===== src/rtl/arcade_input_pkg.sv =====
// Shared definitions for the arcade input mapper.
//   dir_e          : direction bit positions inside a 4-bit {up,down,left,right} group
//   rot_e          : screen rotation codes carried on the rotate input
//   key_fn_e       : role a keyboard scancode plays for a player
//   KEYMAP         : fixed table of {player, role, 9-bit code}
//   JOY_*          : MiSTer joystick word bit positions
//   rotate_dirs    : remaps physical directions for a rotated screen
//   socd_clean     : neutralises opposing directions on each axis
//   key_btn_index  : button number for a button role, -1 otherwise
package arcade_input_pkg;

  // Values equal the bit index inside a direction group, which is also the
  // MiSTer joystick bit layout ([3] up .. [0] right).
  typedef enum logic [1:0] {
    UP    = 2'd3,
    DOWN  = 2'd2,
    LEFT  = 2'd1,
    RIGHT = 2'd0
  } dir_e;

  typedef enum logic [1:0] {
    ROT0    = 2'd0,
    ROT_CW  = 2'd1,
    ROT_CCW = 2'd2,
    ROT180  = 2'd3
  } rot_e;

  typedef enum logic [3:0] {
    K_UP,
    K_DOWN,
    K_LEFT,
    K_RIGHT,
    K_BTN0,
    K_BTN1,
    K_BTN2,
    K_START,
    K_COIN,
    K_TEST,
    K_SERVICE
  } key_fn_e;

  typedef struct packed {
    logic [1:0] player;
    key_fn_e    fn;
    logic [8:0] code;   // {extended, scancode}
  } keymap_entry_t;

  localparam int JOY_WORD  = 16;
  localparam int JOY_RIGHT = 0;
  localparam int JOY_LEFT  = 1;
  localparam int JOY_DOWN  = 2;
  localparam int JOY_UP    = 3;
  localparam int JOY_BTN0  = 4;

  localparam int NKEYS = 26;

  // Test and service are global switches; they sit on player 0 in the table.
  localparam keymap_entry_t KEYMAP [NKEYS] = '{
    '{2'd0, K_UP,      9'h175},
    '{2'd0, K_DOWN,    9'h172},
    '{2'd0, K_LEFT,    9'h16B},
    '{2'd0, K_RIGHT,   9'h174},
    '{2'd0, K_BTN0,    9'h014},
    '{2'd0, K_BTN1,    9'h011},
    '{2'd0, K_BTN2,    9'h029},
    '{2'd1, K_UP,      9'h02D},
    '{2'd1, K_DOWN,    9'h02B},
    '{2'd1, K_LEFT,    9'h023},
    '{2'd1, K_RIGHT,   9'h034},
    '{2'd1, K_BTN0,    9'h01C},
    '{2'd1, K_BTN1,    9'h01B},
    '{2'd1, K_BTN2,    9'h015},
    '{2'd0, K_START,   9'h016},
    '{2'd1, K_START,   9'h01E},
    '{2'd2, K_START,   9'h026},
    '{2'd3, K_START,   9'h025},
    '{2'd0, K_START,   9'h005},
    '{2'd1, K_START,   9'h006},
    '{2'd0, K_COIN,    9'h02E},
    '{2'd1, K_COIN,    9'h036},
    '{2'd2, K_COIN,    9'h03D},
    '{2'd3, K_COIN,    9'h03E},
    '{2'd0, K_TEST,    9'h02C},
    '{2'd0, K_SERVICE, 9'h046}
  };

  function automatic logic [3:0] rotate_dirs(input logic [3:0] p, input rot_e rot);
    logic [3:0] o;
    o = p;
    case (rot)
      ROT_CW: begin
        o[UP]    = p[LEFT];
        o[DOWN]  = p[RIGHT];
        o[LEFT]  = p[DOWN];
        o[RIGHT] = p[UP];
      end
      ROT_CCW: begin
        o[UP]    = p[RIGHT];
        o[DOWN]  = p[LEFT];
        o[LEFT]  = p[UP];
        o[RIGHT] = p[DOWN];
      end
      ROT180: begin
        o[UP]    = p[DOWN];
        o[DOWN]  = p[UP];
        o[LEFT]  = p[RIGHT];
        o[RIGHT] = p[LEFT];
      end
      default: o = p;
    endcase
    return o;
  endfunction

  function automatic logic [3:0] socd_clean(input logic [3:0] d);
    logic [3:0] o;
    o = d;
    if (d[UP] && d[DOWN]) begin
      o[UP]   = 1'b0;
      o[DOWN] = 1'b0;
    end
    if (d[LEFT] && d[RIGHT]) begin
      o[LEFT]  = 1'b0;
      o[RIGHT] = 1'b0;
    end
    return o;
  endfunction

  function automatic int key_btn_index(input key_fn_e fn);
    int idx;
    case (fn)
      K_BTN0:  idx = 0;
      K_BTN1:  idx = 1;
      K_BTN2:  idx = 2;
      default: idx = -1;
    endcase
    return idx;
  endfunction

endpackage


===== src/rtl/arcade_input_mapper_if.sv =====
// Bus between hps_io (master) and the arcade input mapper (slave).
//   ps2_key  : [10] toggle per event, [9] pressed, [8] extended, [7:0] scancode
//   joystick : PLAYERS x 16-bit MiSTer joystick words, player 0 in LSBs
//   rotate   : 0 none, 1 cw90, 2 ccw90, 3 flip180
//   dir/btn/start/coin/test/service : active-high registered player controls
//
// Handshake: ps2_key has no valid/ready pair. A new event is present whenever
// bit 10 differs from the value seen on the previous clock; the slave cannot
// stall, so the master must hold each event for at least one clock. All other
// signals are plain levels sampled every clock.
interface arcade_input_mapper_if #(
  parameter int PLAYERS = 2,
  parameter int NBTN    = 3
);
  logic [10:0]             ps2_key;
  logic [PLAYERS*16-1:0]   joystick;
  logic [1:0]              rotate;
  logic [PLAYERS*4-1:0]    dir;
  logic [PLAYERS*NBTN-1:0] btn;
  logic [PLAYERS-1:0]      start;
  logic [PLAYERS-1:0]      coin;
  logic                    test;
  logic                    service;

  modport master (
    output ps2_key, joystick, rotate,
    input  dir, btn, start, coin, test, service
  );

  modport slave (
    input  ps2_key, joystick, rotate,
    output dir, btn, start, coin, test, service
  );
endinterface


===== src/rtl/arcade_input_mapper_coin_pulser.sv =====
// Turns a raw coin level into a fixed-width coin pulse.
//   clk_sys : system clock
//   reset_n : asynchronous active-low reset
//   raw     : coin request level (key or joystick)
//   coin    : registered pulse, high for exactly COIN_CYC cycles per accepted rise
// A rise is accepted only while no pulse is running; rises during a pulse are
// dropped, and a level held past the pulse end never re-fires.
module coin_pulser
  import arcade_input_pkg::*;
#(
  parameter int COIN_CYC = 1000000
) (
  input  logic clk_sys,
  input  logic reset_n,
  input  logic raw,
  output logic coin
);

  localparam int TW = $clog2(COIN_CYC + 1);

  logic [TW-1:0] timer_q;
  logic          raw_q;
  logic          coin_q;

  // timer_q counts the cycles still to go after the current one, so loading
  // COIN_CYC-1 on the trigger edge yields COIN_CYC high cycles in total.
  always_ff @(posedge clk_sys or negedge reset_n) begin
    if (!reset_n) begin
      timer_q <= '0;
      raw_q   <= 1'b0;
      coin_q  <= 1'b0;
    end else begin
      raw_q <= raw;
      if (coin_q) begin
        if (timer_q == '0) begin
          coin_q <= 1'b0;
        end else begin
          timer_q <= timer_q - 1'b1;
        end
      end else if (raw && !raw_q) begin
        coin_q  <= 1'b1;
        timer_q <= TW'(COIN_CYC - 1);
      end
    end
  end

  assign coin = coin_q;

endmodule


===== src/rtl/arcade_input_mapper.sv =====
// Player-input front end between hps_io and an arcade core.
//   clk_sys : system clock
//   reset_n : asynchronous active-low reset
//   io      : arcade_input_mapper_if slave (ps2_key, joystick, rotate in;
//             dir, btn, start, coin, test, service out)
// Keyboard events are decoded into held-key state, merged with registered
// joystick words, rotated, SOCD-cleaned and registered onto the outputs.
// Coin outputs come from one coin_pulser per player.
module arcade_input_mapper
  import arcade_input_pkg::*;
#(
  parameter int PLAYERS       = 2,
  parameter int NBTN          = 3,
  parameter int JOY_SHARE     = 0,
  parameter int SOCD_NEUTRAL  = 1,
  parameter int COIN_CYC      = 1000000,
  parameter int JOY_START_BIT = 10,
  parameter int JOY_COIN_BIT  = 11
) (
  input  logic                 clk_sys,
  input  logic                 reset_n,
  arcade_input_mapper_if.slave io
);

  // ---------------------------------------------------------------------
  // Keyboard event detect and held-key state
  // ---------------------------------------------------------------------
  logic                old_tog_q;
  logic                primed_q;
  logic                key_event;
  logic [8:0]          ev_code;
  logic                ev_pressed;

  logic [3:0]          key_dir_q [PLAYERS];
  logic [NBTN-1:0]     key_btn_q [PLAYERS];
  logic [PLAYERS-1:0]  key_start_q;
  logic [PLAYERS-1:0]  key_coin_q;
  logic                key_test_q;
  logic                key_service_q;

  // The first edge after reset only learns the toggle level, so whatever
  // level the toggle had at reset release is never mistaken for an event.
  assign key_event  = primed_q && (io.ps2_key[10] != old_tog_q);
  assign ev_code    = io.ps2_key[8:0];
  assign ev_pressed = io.ps2_key[9];

  // Entries for players beyond PLAYERS match no loop index and are dropped,
  // which masks them without special-casing the table.
  always_ff @(posedge clk_sys or negedge reset_n) begin
    if (!reset_n) begin
      old_tog_q     <= 1'b0;
      primed_q      <= 1'b0;
      key_start_q   <= '0;
      key_coin_q    <= '0;
      key_test_q    <= 1'b0;
      key_service_q <= 1'b0;
      for (int p = 0; p < PLAYERS; p++) begin
        key_dir_q[p] <= '0;
        key_btn_q[p] <= '0;
      end
    end else begin
      old_tog_q <= io.ps2_key[10];
      primed_q  <= 1'b1;
      if (key_event) begin
        for (int i = 0; i < NKEYS; i++) begin
          if (KEYMAP[i].code == ev_code) begin
            for (int p = 0; p < PLAYERS; p++) begin
              if (KEYMAP[i].player == 2'(p)) begin
                case (KEYMAP[i].fn)
                  K_UP:      key_dir_q[p][UP]    <= ev_pressed;
                  K_DOWN:    key_dir_q[p][DOWN]  <= ev_pressed;
                  K_LEFT:    key_dir_q[p][LEFT]  <= ev_pressed;
                  K_RIGHT:   key_dir_q[p][RIGHT] <= ev_pressed;
                  K_BTN0, K_BTN1, K_BTN2: begin
                    for (int k = 0; k < NBTN; k++) begin
                      if (key_btn_index(KEYMAP[i].fn) == k) begin
                        key_btn_q[p][k] <= ev_pressed;
                      end
                    end
                  end
                  K_START:   key_start_q[p] <= ev_pressed;
                  K_COIN:    key_coin_q[p]  <= ev_pressed;
                  K_TEST:    key_test_q     <= ev_pressed;
                  K_SERVICE: key_service_q  <= ev_pressed;
                  default:   ;
                endcase
              end
            end
          end
        end
      end
    end
  end

  // ---------------------------------------------------------------------
  // Joystick registration and source selection
  // ---------------------------------------------------------------------
  logic [JOY_WORD-1:0] jreg_q [PLAYERS];
  logic [JOY_WORD-1:0] jsrc   [PLAYERS];
  logic [JOY_WORD-1:0] joy_or;
  logic [JOY_WORD-1:0] jsrc_fold;
  logic                unused_jsrc_bits;

  always_ff @(posedge clk_sys or negedge reset_n) begin
    if (!reset_n) begin
      for (int p = 0; p < PLAYERS; p++) begin
        jreg_q[p] <= '0;
      end
    end else begin
      for (int p = 0; p < PLAYERS; p++) begin
        jreg_q[p] <= io.joystick[p*JOY_WORD +: JOY_WORD];
      end
    end
  end

  always_comb begin
    joy_or    = '0;
    jsrc_fold = '0;
    for (int p = 0; p < PLAYERS; p++) begin
      joy_or = joy_or | jreg_q[p];
    end
    for (int p = 0; p < PLAYERS; p++) begin
      jsrc[p]   = (JOY_SHARE != 0) ? joy_or : jreg_q[p];
      jsrc_fold = jsrc_fold ^ jsrc[p];
    end
  end

  // Joystick bits outside the mapped functions are intentionally ignored.
  assign unused_jsrc_bits = ^jsrc_fold;

  // ---------------------------------------------------------------------
  // Merge, rotate, clean
  // ---------------------------------------------------------------------
  logic [3:0]         phys_w  [PLAYERS];
  logic [3:0]         rot_w   [PLAYERS];
  logic [3:0]         dir_nx  [PLAYERS];
  logic [NBTN-1:0]    btn_nx  [PLAYERS];
  logic [PLAYERS-1:0] start_nx;
  logic [PLAYERS-1:0] coin_raw;

  // Key state and joystick share the {up,down,left,right} bit layout, so
  // the physical merge is a plain OR of the low nibble.
  always_comb begin
    start_nx = '0;
    coin_raw = '0;
    for (int p = 0; p < PLAYERS; p++) begin
      phys_w[p]   = key_dir_q[p] | jsrc[p][3:0];
      rot_w[p]    = rotate_dirs(phys_w[p], rot_e'(io.rotate));
      dir_nx[p]   = (SOCD_NEUTRAL != 0) ? socd_clean(rot_w[p]) : rot_w[p];
      btn_nx[p]   = key_btn_q[p] | jsrc[p][JOY_BTN0 +: NBTN];
      start_nx[p] = key_start_q[p] | jsrc[p][JOY_START_BIT];
      coin_raw[p] = key_coin_q[p] | jsrc[p][JOY_COIN_BIT];
    end
  end

  // ---------------------------------------------------------------------
  // Output registers
  // ---------------------------------------------------------------------
  logic [PLAYERS*4-1:0]    dir_q;
  logic [PLAYERS*NBTN-1:0] btn_q;
  logic [PLAYERS-1:0]      start_q;
  logic                    test_q;
  logic                    service_q;
  logic [PLAYERS-1:0]      coin_w;

  always_ff @(posedge clk_sys or negedge reset_n) begin
    if (!reset_n) begin
      dir_q     <= '0;
      btn_q     <= '0;
      start_q   <= '0;
      test_q    <= 1'b0;
      service_q <= 1'b0;
    end else begin
      for (int p = 0; p < PLAYERS; p++) begin
        dir_q[p*4 +: 4]       <= dir_nx[p];
        btn_q[p*NBTN +: NBTN] <= btn_nx[p];
      end
      start_q   <= start_nx;
      test_q    <= key_test_q;
      service_q <= key_service_q;
    end
  end

  for (genvar gp = 0; gp < PLAYERS; gp++) begin : g_coin
    coin_pulser #(
      .COIN_CYC (COIN_CYC)
    ) u_coin (
      .clk_sys (clk_sys),
      .reset_n (reset_n),
      .raw     (coin_raw[gp]),
      .coin    (coin_w[gp])
    );
  end

  assign io.dir     = dir_q;
  assign io.btn     = btn_q;
  assign io.start   = start_q;
  assign io.coin    = coin_w;
  assign io.test    = test_q;
  assign io.service = service_q;

endmodule


===== src/flat_wrapper.sv =====
// flat-port wrapper written by rule: the top's interface ports become plain ports
module arcade_input_mapper_flat import arcade_input_pkg::*;
#(
  parameter int PLAYERS       = 2,
  parameter int NBTN          = 3,
  parameter int JOY_SHARE     = 0,
  parameter int SOCD_NEUTRAL  = 1,
  parameter int COIN_CYC      = 1000000,
  parameter int JOY_START_BIT = 10,
  parameter int JOY_COIN_BIT  = 11
)
  (clk_sys, reset_n, io_ps2_key, io_joystick, io_rotate, io_dir, io_btn, io_start, io_coin, io_test, io_service);
  arcade_input_mapper_if #(.PLAYERS(PLAYERS), .NBTN(NBTN)) io_i ();
  input  logic clk_sys;
  input  logic reset_n;
  input wire logic [$bits(io_i.ps2_key)-1:0] io_ps2_key;
  input wire logic [$bits(io_i.joystick)-1:0] io_joystick;
  input wire logic [$bits(io_i.rotate)-1:0] io_rotate;
  output wire logic [$bits(io_i.dir)-1:0] io_dir;
  output wire logic [$bits(io_i.btn)-1:0] io_btn;
  output wire logic [$bits(io_i.start)-1:0] io_start;
  output wire logic [$bits(io_i.coin)-1:0] io_coin;
  output wire logic [$bits(io_i.test)-1:0] io_test;
  output wire logic [$bits(io_i.service)-1:0] io_service;
  assign io_i.ps2_key = io_ps2_key;
  assign io_i.joystick = io_joystick;
  assign io_i.rotate = io_rotate;
  assign io_dir = io_i.dir;
  assign io_btn = io_i.btn;
  assign io_start = io_i.start;
  assign io_coin = io_i.coin;
  assign io_test = io_i.test;
  assign io_service = io_i.service;
  arcade_input_mapper #(.PLAYERS(PLAYERS), .NBTN(NBTN), .JOY_SHARE(JOY_SHARE), .SOCD_NEUTRAL(SOCD_NEUTRAL), .COIN_CYC(COIN_CYC), .JOY_START_BIT(JOY_START_BIT), .JOY_COIN_BIT(JOY_COIN_BIT)) u_core (.clk_sys(clk_sys), .reset_n(reset_n), .io(io_i));
endmodule

===== config.mk =====
export PLATFORM = sky130hd
export DESIGN_NAME = arcade_input_mapper_flat
export DESIGN_NICKNAME = d
export VERILOG_FILES = /design/src/rtl/arcade_input_pkg.sv /design/src/rtl/arcade_input_mapper_if.sv /design/src/rtl/arcade_input_mapper_coin_pulser.sv /design/src/rtl/arcade_input_mapper.sv /design/src/flat_wrapper.sv
export SDC_FILE = /design/constraint.sdc
export NUM_CORES = 1
export LEC_CHECK = 0
export ABC_AREA = 1
export BUFFER_PORTS_ARGS = -buffer_cell sky130_fd_sc_hd__buf_2
export CORE_MARGIN = 2
export CORE_UTILIZATION = 53
export CTS_CLUSTER_DIAMETER = 80
export DETAILED_ROUTE_END_ITERATION = 10
export GPL_TIMING_DRIVEN = 0
export PLACE_DENSITY = 0.77
export SYNTH_ARGS = -nofsm -noshare
export SYNTH_HDL_FRONTEND = slang
export SYNTH_SLANG_ARGS = --single-unit

===== constraint.sdc =====
create_clock -name clk_sys -period 1.6 [get_ports clk_sys]
set_input_delay 0.48 -clock clk_sys [delete_from_list [all_inputs] [get_ports clk_sys]]
set_output_delay 0.48 -clock clk_sys [all_outputs]
set_load 0.02 [all_outputs]

==> flow_metrics.env, run 1 <==
export IMPL_status="complete, but fails checks"
export IMPL_violations="negative setup slack"
export IMPL_setup_viol=1
export IMPL_grtUsageTotal=0.220
export IMPL_grt_pass1_wl_mm=19.6
export IMPL_cts_buffers_inserted=9
export IMPL_netlist_area_mm2=0.00533
export IMPL_antenna_found_initial=0
export IMPL_grt_overflow=0
export IMPL_critPathRequiredTime_ns=1.89
export IMPL_cpPeakStageDelay_ns=0.45
export IMPL_via_per_inst=5.26
export IMPL_vdd_ir_drop_max_uv=711
export IMPL_synth_top_flop_cell="dfrtp_1"
export IMPL_ios=67
export IMPL_worst_slack_ns=-0.0378
export IMPL_fin_crit_sh=1.02
export IMPL_synth_edf_count=0
export IMPL_crit_type="flop to flop"
export IMPL_place_area_mm2=0.00579
export IMPL_postRouteAntennaNets=0
export IMPL_drt_iter0_markers=339
export IMPL_async_flop_share=1.00
export IMPL_critPathBufInv=1
export IMPL_layout_cells_non_filler=921
export IMPL_post_route_drc_count=0
export IMPL_critPathSlowestCell="dfrtp_1"
export IMPL_period_needed_ns=1.64
export IMPL_maxCapViolCount=0
export IMPL_path_cells="nor2_2 -> nand2_2 -> nor2_2 -> nand3_2 -> nand2_4 -> nand2_8 -> clkbuf_16 -> o22ai_1"
export IMPL_clock_fmax_ghz=0.611
export IMPL_fill_cells=747
export IMPL_relSlewSlack=0.546
export IMPL_crit_fanout=7
export IMPL_syn_num_nets=743
export IMPL_cp_arrival_ns=1.92
export IMPL_syn2layout_area_growth_pct=21.5
export IMPL_syn_instance_count=692
export IMPL_hold_path_class="input port to asynchronous set/reset pin"
export IMPL_hold_viol_final=0
export IMPL_cts_hold_buffers_added=0
export IMPL_r2r_end="u_core.g_coin[0].u_coin.timer_q[7]"
export IMPL_worstSetupEndpointType="flop"
export IMPL_p_per_area_mw_per_mm2=1300
export IMPL_clockBufferDepth=2
export IMPL_clk_pin_slew_worst_paths_ns=0.10
export IMPL_die_h_um=104
export IMPL_antenna_cells=0
export IMPL_startpoint="u_core.g_coin[0].u_coin.timer_q[7]"
export IMPL_cp_common_cell="nor2_2"
export IMPL_ys_warnings_count=0
export IMPL_core_region_area_mm2=0.00977
export IMPL_leakagePower_uw=0.00321
export IMPL_num_vias=4843
export IMPL_cts_tree="done"
export IMPL_design_area_mm2=0.00647
export IMPL_maxSlewViolCount=0
export IMPL_place_inst=878
export IMPL_ys_seq_area_frac=0.479
export IMPL_numClockSinks=102
export IMPL_ys_ff_latch=102
export IMPL_chipWidth_um=104
export IMPL_start_kind="flop"
export IMPL_start_util=0.545
export IMPL_wl_mm=12.8
export IMPL_r2r_start="u_core.g_coin[0].u_coin.timer_q[7]"
export IMPL_drive_above_1_share=0.263
export IMPL_firstDrtPassIters=5
export IMPL_avgSynthCellArea_um2=7.70
export IMPL_holdWs_ns=0.124
export IMPL_finalPower_uw=8400
export IMPL_grt_pass1_vias=4434
export IMPL_grt_start_max_net_pins=54
export IMPL_yosysUniqueCellTypes=35
export IMPL_rows=36
export IMPL_io_buffer_count=52
export IMPL_clkLatencyLatePin_ns=0.38
export IMPL_routedWlPerCell_um=13.9
export IMPL_gp_congestion=0.895
export IMPL_die_area_mm2=0.0109
export IMPL_dp_hpwl_mm=8.26
export IMPL_cts_root_buf="clkbuf_8"
export IMPL_skew_ns=0.0107
export IMPL_rsz0062_at_grt="yes"
export IMPL_crit_family="simple AND/OR/NAND/NOR gates"
export IMPL_ff2ff_path_depth=8
export IMPL_endpoint="u_core.g_coin[0].u_coin.timer_q[7]"
export IMPL_path_depth=8
export IMPL_nNetsFinal=835
export IMPL_tightest_slew_ns=0.681
export IMPL_h_tree_depth=3
export IMPL_reg2reg_slack_ns=-0.04
## worst reg2reg max path, delay by kind of cell (launching register included)
kind	cells	cell delay, ns
compound gates	1	0.16
buf+inv	1	0.18
flops	1	0.45
simple gates	6	0.76
## worst min path at each step
stage / end / slack, ns / from
6_report: u_core.g_coin[0].u_coin.timer_q[18] / 0.12 / reset_n
5_1_grt: u_core.g_coin[0].u_coin.timer_q[17] / 0.19 / reset_n
4_1_cts: u_core.g_coin[0].u_coin.timer_q[18] / 0.15 / reset_n
3_5_place_dp: u_core.io.test / 0.36 / u_core.key_test_q
3_3_place_gp: u_core.io.test / 0.37 / u_core.key_test_q
2_1_floorplan: u_core.g_coin[0].u_coin.coin / 0.18 / reset_n
## cell families (layout without fill, tap and decap cells)
| kind of cell | count (synthesis) | count (layout) | synth area share |
|---|---|---|---|
| other cells | 1 | 1 | 0.000704 |
| fa+ha+maj | 4 | 4 | 0.00939 |
| buf+inv | 101 | 196 | 0.0784 |
| simple gates | 411 | 412 | 0.336 |
| compound gates | 62 | 62 | 0.0786 |
| xor+xnor | 11 | 11 | 0.0181 |
| flops | 102 | 102 | 0.479 |
## power breakdown
part | internal (µW) | switching, µW
Clock | 590 | 965
Combinational | 1290 | 2040
Sequential | 3010 | 494
Total | 4900 | 3500
## metrics by stage
stage          setup TNS (ns)   util  setup WS (ns)
2_1_floorplan               0      -         0.0913
3_3_place_gp          -100.59  0.589         -0.976
3_5_place_dp            -2.73  0.592         -0.308
4_1_cts                     0  0.617       0.000509
5_1_grt                 -1.11  0.662         -0.115
6_report              -0.0378  0.662        -0.0378
## flip-flops by register name, summed over array words and instances, names as in the netlist
name,count
u_core.jreg_q,18
u_core.key_start_q,2
u_core.g_coin.u_coin.raw_q,2
u_core.io.start,2
u_core.io.test,1
u_core.g_coin.u_coin.coin,2
u_core.key_btn_q,6
u_core.io.dir,8
u_core.io.service,1
u_core.key_test_q,1
u_core.key_dir_q,8
u_core.primed_q,1
u_core.old_tog_q,1
u_core.g_coin.u_coin.timer_q,40
u_core.key_coin_q,2
u_core.io.btn,6
u_core.key_service_q,1
## area by class of cell
type	count	area (µm²)	area share
Inverter	91	344	0.0532
Clock inverter	6	56.3	0.00870
Clock buffer	9	124	0.0191
Buffer	10	97.6	0.0151
Sequential cell	102	2560	0.396
Tap cell	133	166	0.0257
Multi-Input combinational cell	490	2560	0.396
Timing Repair Buffer	80	563	0.0870
## repair_timing
item                                    in CTS  in global routing
pin swaps                                    1                 12
cloned                                       0                  5
buffers inserted                             4                 19
resized for setup                           12                 57
endpoints found under the setup margin      35                 38
## cell usage after synthesis, types with 3 or more instances
cell	n	area [µm²]
nand2_4	3	33.8
o21ai_0	14	70.1
buf_6	4	45.0
nor3_1	10	50.1
o22ai_1	5	31.3
o21ai_2	20	175
o221ai_1	3	26.3
nand3_1	48	240
ha_1	4	50.1
inv_1	89	334
o21a_1	3	22.5
nor2_1	116	435
dfrtp_1	102	2550
xor2_1	7	61.3
or2_2	10	62.6
a21oi_1	14	70.1
xnor2_1	4	35.0
nand2_1	187	702
nor2_4	3	33.8
nor2_2	13	81.3
nand4_1	13	81.3
## cells in the final DEF (no fill, tap or decap), types with 20 or more instances in the layout
| cell | count |
|---|---|
| buf_2 | 52 |
| nor2_2 | 23 |
| nand2_1 | 173 |
| nor2_1 | 99 |
| buf_4 | 26 |
| o21ai_2 | 20 |
| nand3_1 | 47 |
| inv_1 | 85 |
| dfrtp_1 | 95 |
## per-layer routing
layer	vias to the layer above	track usage	part of all wire	wire [µm]
met5	-	0	0	0
met4	0	0.0907	0.027	350
met3	33	0.0345	0.052	660
met2	177	0.376	0.50	6460
met1	2279	0.280	0.42	5320
li1	2354	-	-	-
No activity file was read; power rests on OpenSTA's default activity.
==> run 2: changes to the inputs <==
CORE_ASPECT_RATIO = 0.75   (was unset)
==> run 2 against run 1 <==
Compared with the run above: the flow still finishes with violations (negative setup slack); clock power up 65%; sequential share of layout area shrank 0.82 points; fmax decreased by 2.2%; hold slack worse by 0.041 ns; clock skew decreased by 0.0049 ns; die area about the same; worst setup slack got worse by 0.037 ns; final area is 2.0% higher.
==> flow_metrics.env, run 2 (synthesis gave the netlist of run 1 again) <==
export IMPL_status="complete, but fails checks"
export IMPL_violations="negative setup slack"
export IMPL_skew_ns=0.00580
export IMPL_firstDrtPassIters=5
export IMPL_chipWidth_um=120
export IMPL_worstSetupEndpointType="flop"
export IMPL_hold_viol_final=0
export IMPL_cts_tree="done"
export IMPL_wl_mm=13.0
export IMPL_clock_fmax_ghz=0.597
export IMPL_start_util=0.547
export IMPL_num_vias=4808
export IMPL_ios=67
export IMPL_period_needed_ns=1.68
export IMPL_fin_crit_sh=1.05
export IMPL_core_region_area_mm2=0.00974
export IMPL_largest_register="u_core.g_coin.u_coin.timer_q"
export IMPL_cts_buffers_inserted=9
export IMPL_vdd_ir_drop_max_uv=611
export IMPL_ff_latch_area_mm2=0.00256
export IMPL_antenna_found_initial=0
export IMPL_syn2layout_area_growth_pct=23.8
export IMPL_cts_root_buf="clkbuf_16"
export IMPL_leakagePower_uw=0.00328
export IMPL_crit_type="flop to flop"
export IMPL_gp_congestion=0.937
export IMPL_via_per_inst=5.25
export IMPL_grt_pass1_vias=4407
export IMPL_rsz0062_at_grt="yes"
export IMPL_grt_pass1_wl_mm=20.4
export IMPL_antenna_cells=0
export IMPL_postLayoutCoreUtil=0.678
export IMPL_relSlewSlack=0.634
export IMPL_crit_fanout=7
export IMPL_maxSlewViolCount=0
export IMPL_numClockSinks=102
export IMPL_die_area_mm2=0.0109
export IMPL_setup_tns_final_ns=-0.157
export IMPL_setup_viol=9
export IMPL_critPathRequiredTime_ns=1.84
export IMPL_nNetsFinal=830
export IMPL_dp_hpwl_mm=8.45
export IMPL_tightest_slew_ns=0.549
export IMPL_start_kind="flop"
export IMPL_largest_register_ffs=40
export IMPL_design_area_mm2=0.00660
export IMPL_grt_start_max_net_pins=70
export IMPL_hold_path_class="input port to asynchronous set/reset pin"
export IMPL_cp_arrival_ns=1.91
export IMPL_drive_above_1_share=0.251
export IMPL_place_area_mm2=0.00579
export IMPL_drt_iter0_markers=304
export IMPL_fill_cells=748
export IMPL_post_route_drc_count=0
export IMPL_worst_slack_ns=-0.0751
export IMPL_maxCapViolCount=0
export IMPL_final_common_cell="nand2_1"
export IMPL_reg_top3="u_core.g_coin.u_coin.timer_q (40), u_core.jreg_q (18)"
export IMPL_io_buffer_count=52
export IMPL_routedWlPerCell_um=14.2
export IMPL_grt_overflow=0
export IMPL_multi_input_area_mm2=0.00253
export IMPL_postRouteAntennaNets=0
export IMPL_place_inst=877
export IMPL_h_tree_depth=3
export IMPL_clkLatencyLatePin_ns=0.35
export IMPL_grtUsageTotal=0.234
export IMPL_cts_hold_buffers_added=0
export IMPL_die_h_um=90.9
export IMPL_final_cell_mix="nand2_1 (177), dfrtp_1 (98), nor2_1 (97), inv_1 (85), buf_2 (52)"
export IMPL_clockBufferDepth=2
export IMPL_clk_pin_slew_worst_paths_ns=0.07
export IMPL_layout_cells_non_filler=916
export IMPL_rows=31
export IMPL_p_per_area_mw_per_mm2=1410
run 2: cell count changes in the layout (fill, tap and decap cells not counted), sizes merged:
cell and change:
clkinv -1, nand2 -1, bufinv +3, clkinvlp -1
buf -4
run 2: routing by layer:
| metal | wire, µm | share of wire | GRT usage |
|---|---|---|---|
| met5 | 0 | 0 | 0 |
| met4 | 269 | 0.021 | 0.0843 |
| met3 | 838 | 0.065 | 0.0499 |
| met2 | 6200 | 0.48 | 0.365 |
| met1 | 5680 | 0.44 | 0.325 |
run 2: path summary, 6_finish.rpt:
kind                                                startpoint                             endpoint  slack (ns)  cells past startpoint
max                        u_core.g_coin[0].u_coin.timer_q[15]  u_core.g_coin[0].u_coin.timer_q[16]       -0.08                      9
min                                                    reset_n   u_core.g_coin[0].u_coin.timer_q[4]        0.08                      1
max reg2reg                u_core.g_coin[0].u_coin.timer_q[15]  u_core.g_coin[0].u_coin.timer_q[16]       -0.08                      9
min reg2reg                                  u_core.key_test_q                       u_core.io.test        0.38                      0
max in group asynchronous                              reset_n         u_core.g_coin[0].u_coin.coin        0.82                      2
min in group clk_sys                            io_joystick[1]                    u_core.jreg_q[17]        0.23                      1
run 2: critical path: stages, from the launching register on:
cell and delay, ns:
dfrtp_2 0.45, nor2_2 0.19, nand2_1 0.12, nor2_2 0.13, nand3_2 0.12, nand2_4 0.11, nand2_8 0.10, buf_12 0.16
nand2_1 0.11, o21ai_2 0.07
run 2: through the flow:
stage / power [µW] / hold slack, ns / setup slack (ns)
after global placement: 5940 / 0.365 / -0.975
final: 9310 / 0.0834 / -0.0751
after floorplan: 5400 / 0.184 / 0.0913
after CTS: 8780 / 0.0969 / 0.00243
after global routing: 9880 / 0.115 / -0.108
after detailed placement: 6050 / 0.367 / -0.227
run 2: area by class of cell:
class	count	area share
inverters	91	0.0521
clock inverters	7	0.0191
clock buffers	9	0.0341
multi-input cells	489	0.384
well taps	132	0.0250
repair buffers	76	0.0826
flip-flops and latches	102	0.387
plain buffers	10	0.0155
run 2: timing repair:
action | 4_1_cts | 5_1_grt
setup buffers | 7 | 12
hold endpoints to repair | 0 | 0
endpoints found under the setup margin | 38 | 34
gates cloned | 0 | 4
resized for setup | 16 | 48
pin swaps | 6 | 10
run 2: report_power, final:
part | total (µW) | switching [µW] | internal [µW] | leakage, µW
clock | 2570 | 1010 | 1550 | 0.000174
sequential | 3500 | 491 | 3010 | 0.00122
combinational | 3240 | 1990 | 1250 | 0.00189
==> run 3: changes to the inputs <==
ABC_AREA = unset   (was 1)
CORE_UTILIZATION = 52   (was 53)
PLACE_DENSITY = 0.76   (was 0.77)
==> run 3 against run 2 <==
Compared with the run above: the run still ends with negative setup slack left; flip-flop and latch count stayed put; largest power group unchanged; sequential power is 7.4% lower; total power decreased by 14%; worst setup slack got worse by 0.26 ns; global-route usage up 1.3 points; clock skew is 0.0074 ns higher; synthesized cell count down 38%; non-clock buffer count grew 48; clock power down 16%; critical path depth decreased by 5.
==> flow_metrics.env, run 3 <==
export IMPL_cts_buffers_inserted=9
export IMPL_clockBufferDepth=2
export IMPL_synth_top_flop_cell="dfrtp_1"
export IMPL_crit_type="flop to flop"
export IMPL_preCtsSetupSlack_ns=-0.626
export IMPL_cp_arrival_ns=2.21
export IMPL_hold_viol_final=0
export IMPL_fin_crit_sh=1.21
export IMPL_cts_hold_buffers_added=0
export IMPL_reg_top3="u_core.g_coin.u_coin.timer_q (40), u_core.jreg_q (18)"
export IMPL_numClockSinks=102
export IMPL_post_route_drc_count=0
export IMPL_antenna_found_initial=0
export IMPL_gp_congestion=0.856
export IMPL_cts_tree="done"
export IMPL_relSlewSlack=0.614
export IMPL_core_region_area_mm2=0.00897
export IMPL_met1_length_mm=5.50
export IMPL_worst_slack_ns=-0.336
export IMPL_yosys_top_cells_area="dfrtp_1 (53%), mux2_2 (5.0%), mux2i_1 (4.4%), mux4_2 (3.8%), nor2_1 (2.7%)"
export IMPL_route_met3_wl_um=881
export IMPL_cts_root_buf="clkbuf_16"
export IMPL_routed_top_layer="met4"
export IMPL_grtUsageTotal=0.248
export IMPL_yosysUniqueCellTypes=48
export IMPL_vdd_ir_drop_max_uv=766
export IMPL_p_per_area_mw_per_mm2=1190
export IMPL_rows=30
export IMPL_critPathRequiredTime_ns=1.87
export IMPL_dr_wl_met2_mm=6.65
export IMPL_ys_ff_latch=102
export IMPL_status="complete, but fails checks"
export IMPL_clkPwrFrac=0.269
export IMPL_avgSynthCellArea_um2=11.1
export IMPL_grt_pass1_vias=4038
export IMPL_synth_top_area_share=0.535
export IMPL_wl_mm=13.4
export IMPL_maxCapViolCount=0
export IMPL_h_tree_depth=3
export IMPL_routedWlPerCell_um=19.8
export IMPL_antenna_cells=0
export IMPL_die_area_mm2=0.00997
export IMPL_start_kind="flop"
export IMPL_final_cell_mix="dfrtp_1 (92), buf_4 (58), buf_2 (44), nor2_1 (28)"
export IMPL_crit_fanout=4
export IMPL_fill_cells=535
export IMPL_pwr_share_comb=0.328
export IMPL_period_needed_ns=1.94
export IMPL_power_frac_seq=0.403
export IMPL_worstSetupEndpointType="flop"
export IMPL_drive_above_1_share=0.489
export IMPL_final_common_cell="dfrtp_1"
export IMPL_syn_instance_count=431
export IMPL_hold_path_class="input port to asynchronous set/reset pin"
export IMPL_ys_warnings_count=0
export IMPL_clock_fmax_ghz=0.516
export IMPL_async_flop_share=1.00
export IMPL_maxSlewViolCount=0
export IMPL_setup_viol=48
export IMPL_ys_top_cells_by_count="dfrtp_1 (102), nor2_1 (34), nand2_1 (24)"
export IMPL_leakagePower_uw=0.00291
export IMPL_dp_hpwl_mm=7.02
export IMPL_grt_pass1_wl_mm=19.3
export IMPL_syn_num_nets=482
export IMPL_postRouteAntennaNets=0
export IMPL_via_per_inst=6.18
export IMPL_synth_area_leader_cell="dfrtp_1"
export IMPL_synth_edf_count=0
export IMPL_largest_register="u_core.g_coin.u_coin.timer_q"
export IMPL_grt_start_max_net_pins=59
export IMPL_clkLatencyLatePin_ns=0.35
export IMPL_ios=67
export IMPL_violations="negative setup slack"
export IMPL_nNetsFinal=608
export IMPL_clk_pin_slew_worst_paths_ns=0.07
export IMPL_chipWidth_um=115
export IMPL_syn2layout_area_growth_pct=41.4
export IMPL_num_vias=4162
export IMPL_ys_seq_area_frac=0.535
export IMPL_io_buffer_count=49
export IMPL_netlist_area_mm2=0.00477
export IMPL_skew_ns=0.0132
export IMPL_tightest_slew_ns=0.579
export IMPL_drt_iter0_markers=353
export IMPL_rsz0062_at_grt="yes"
export IMPL_die_h_um=87.0
export IMPL_yosysMostFrequentCell="dfrtp_1"
export IMPL_switching_share=0.346
export IMPL_start_util=0.532
export IMPL_postLayoutCoreUtil=0.753
export IMPL_switchingPower_uw=2780
export IMPL_intPower_uw=5260
export IMPL_firstDrtPassIters=5
export IMPL_grt_overflow=0
export IMPL_largest_register_ffs=40
[run 3: cell count changes after synthesis, sizes merged, moves of 13 or more]
| cell | delta |
|---|---|
| mux2 | +21 |
| mux2i | +21 |
| o21ai | -19 |
| nor4 | +13 |
| nand2 | -168 |
| nand3 | -29 |
| inv | -83 |
| nor2 | -98 |
| nor3 | +13 |
[run 3: kinds of logic (layout without fill, tap and decap cells)]
kind of cell	Yosys count	count (layout)	synth area share
AO/OA/AOI/OAI	51	51	0.0723
buffers and inverters	27	158	0.0233
multiplexers	50	50	0.131
flip-flops	102	102	0.535
AND/OR/NAND/NOR	194	194	0.223
other	1	1	0.000786
XOR/XNOR	2	2	0.00367
adder cells (fa/ha/maj)	4	4	0.0105
[run 3: path summary, 6_finish.rpt]
| check | from | to | slack, ns | depth (start not counted) |
|---|---|---|---|---|
| worst min-delay path | reset_n | u_core.g_coin[1].u_coin.coin | 0.13 | 1 |
| worst max register to register | u_core.g_coin[1].u_coin.timer_q[6] | u_core.g_coin[1].u_coin.timer_q[15] | -0.34 | 4 |
| max in group asynchronous | reset_n | u_core.g_coin[0].u_coin.timer_q[5] | 0.77 | 2 |
| min in group clk_sys | io_joystick[10] | u_core.jreg_q[26] | 0.23 | 1 |
| worst max-delay path | u_core.g_coin[1].u_coin.timer_q[6] | u_core.g_coin[1].u_coin.timer_q[15] | -0.34 | 4 |
| worst min register to register | u_core.key_test_q | u_core.io.test | 0.37 | 0 |
[run 3: power groups by stage]
stage | Sequential [µW] | Clock [µW] | Combinational (µW)
after floorplan | 3190 | 0 | 934
after global placement | 3210 | 0 | 1260
after detailed placement | 3230 | 0 | 1320
after CTS | 3160 | 2160 | 1970
after global routing | 3260 | 2270 | 2810
final | 3240 | 2170 | 2630
[run 3: critical path, cell delays in order, from the launching register on]
cell	delay, ns
dfrtp_1	0.38
or4_4	0.55
a2111o_1	0.38
or3_4	0.40
a21oi_2	0.15
[run 3: what timing repair did]
item                                    in CTS  in global routing
pin swaps                                   34                 29
gates cloned                                 1                  1
endpoints found under the setup margin      54                 60
resized for setup                           91                 71
buffers inserted                            46                 25
[run 3: through the flow]
stage / power, µW / std cells / TNS, ns / instance area, µm² / hold slack [ns]
floorplan: 4130 / 431 / -3.62 / 4890 / 0.184
global placement: 4470 / 592 / -109.27 / 5280 / 0.375
detailed placement: 4550 / 593 / -16.00 / 5310 / 0.376
CTS: 7300 / 653 / -4.24 / 6270 / 0.145
global route: 8340 / 674 / -10.45 / 6750 / 0.165
finish: 8040 / 674 / -7.25 / 6750 / 0.128
[run 3: area by class of cell]
type,count,area [µm²],area share
multi-input combinational,302,2720,0.403
sequential,102,2560,0.380
timing repair buffer,120,912,0.135
clock buffer,9,225,0.0334
tap,112,140,0.0208
buffer,14,91.3,0.0135
clock inverter,7,66.3,0.00982
inverter,8,30.0,0.00445
[run 3: layer usage]
metal | vias to the layer above | track usage
met4 | 0 | 0.0876
met3 | 34 | 0.0619
met5 | - | 0
met1 | 2050 | 0.319
li1 | 1858 | -
met2 | 220 | 0.412
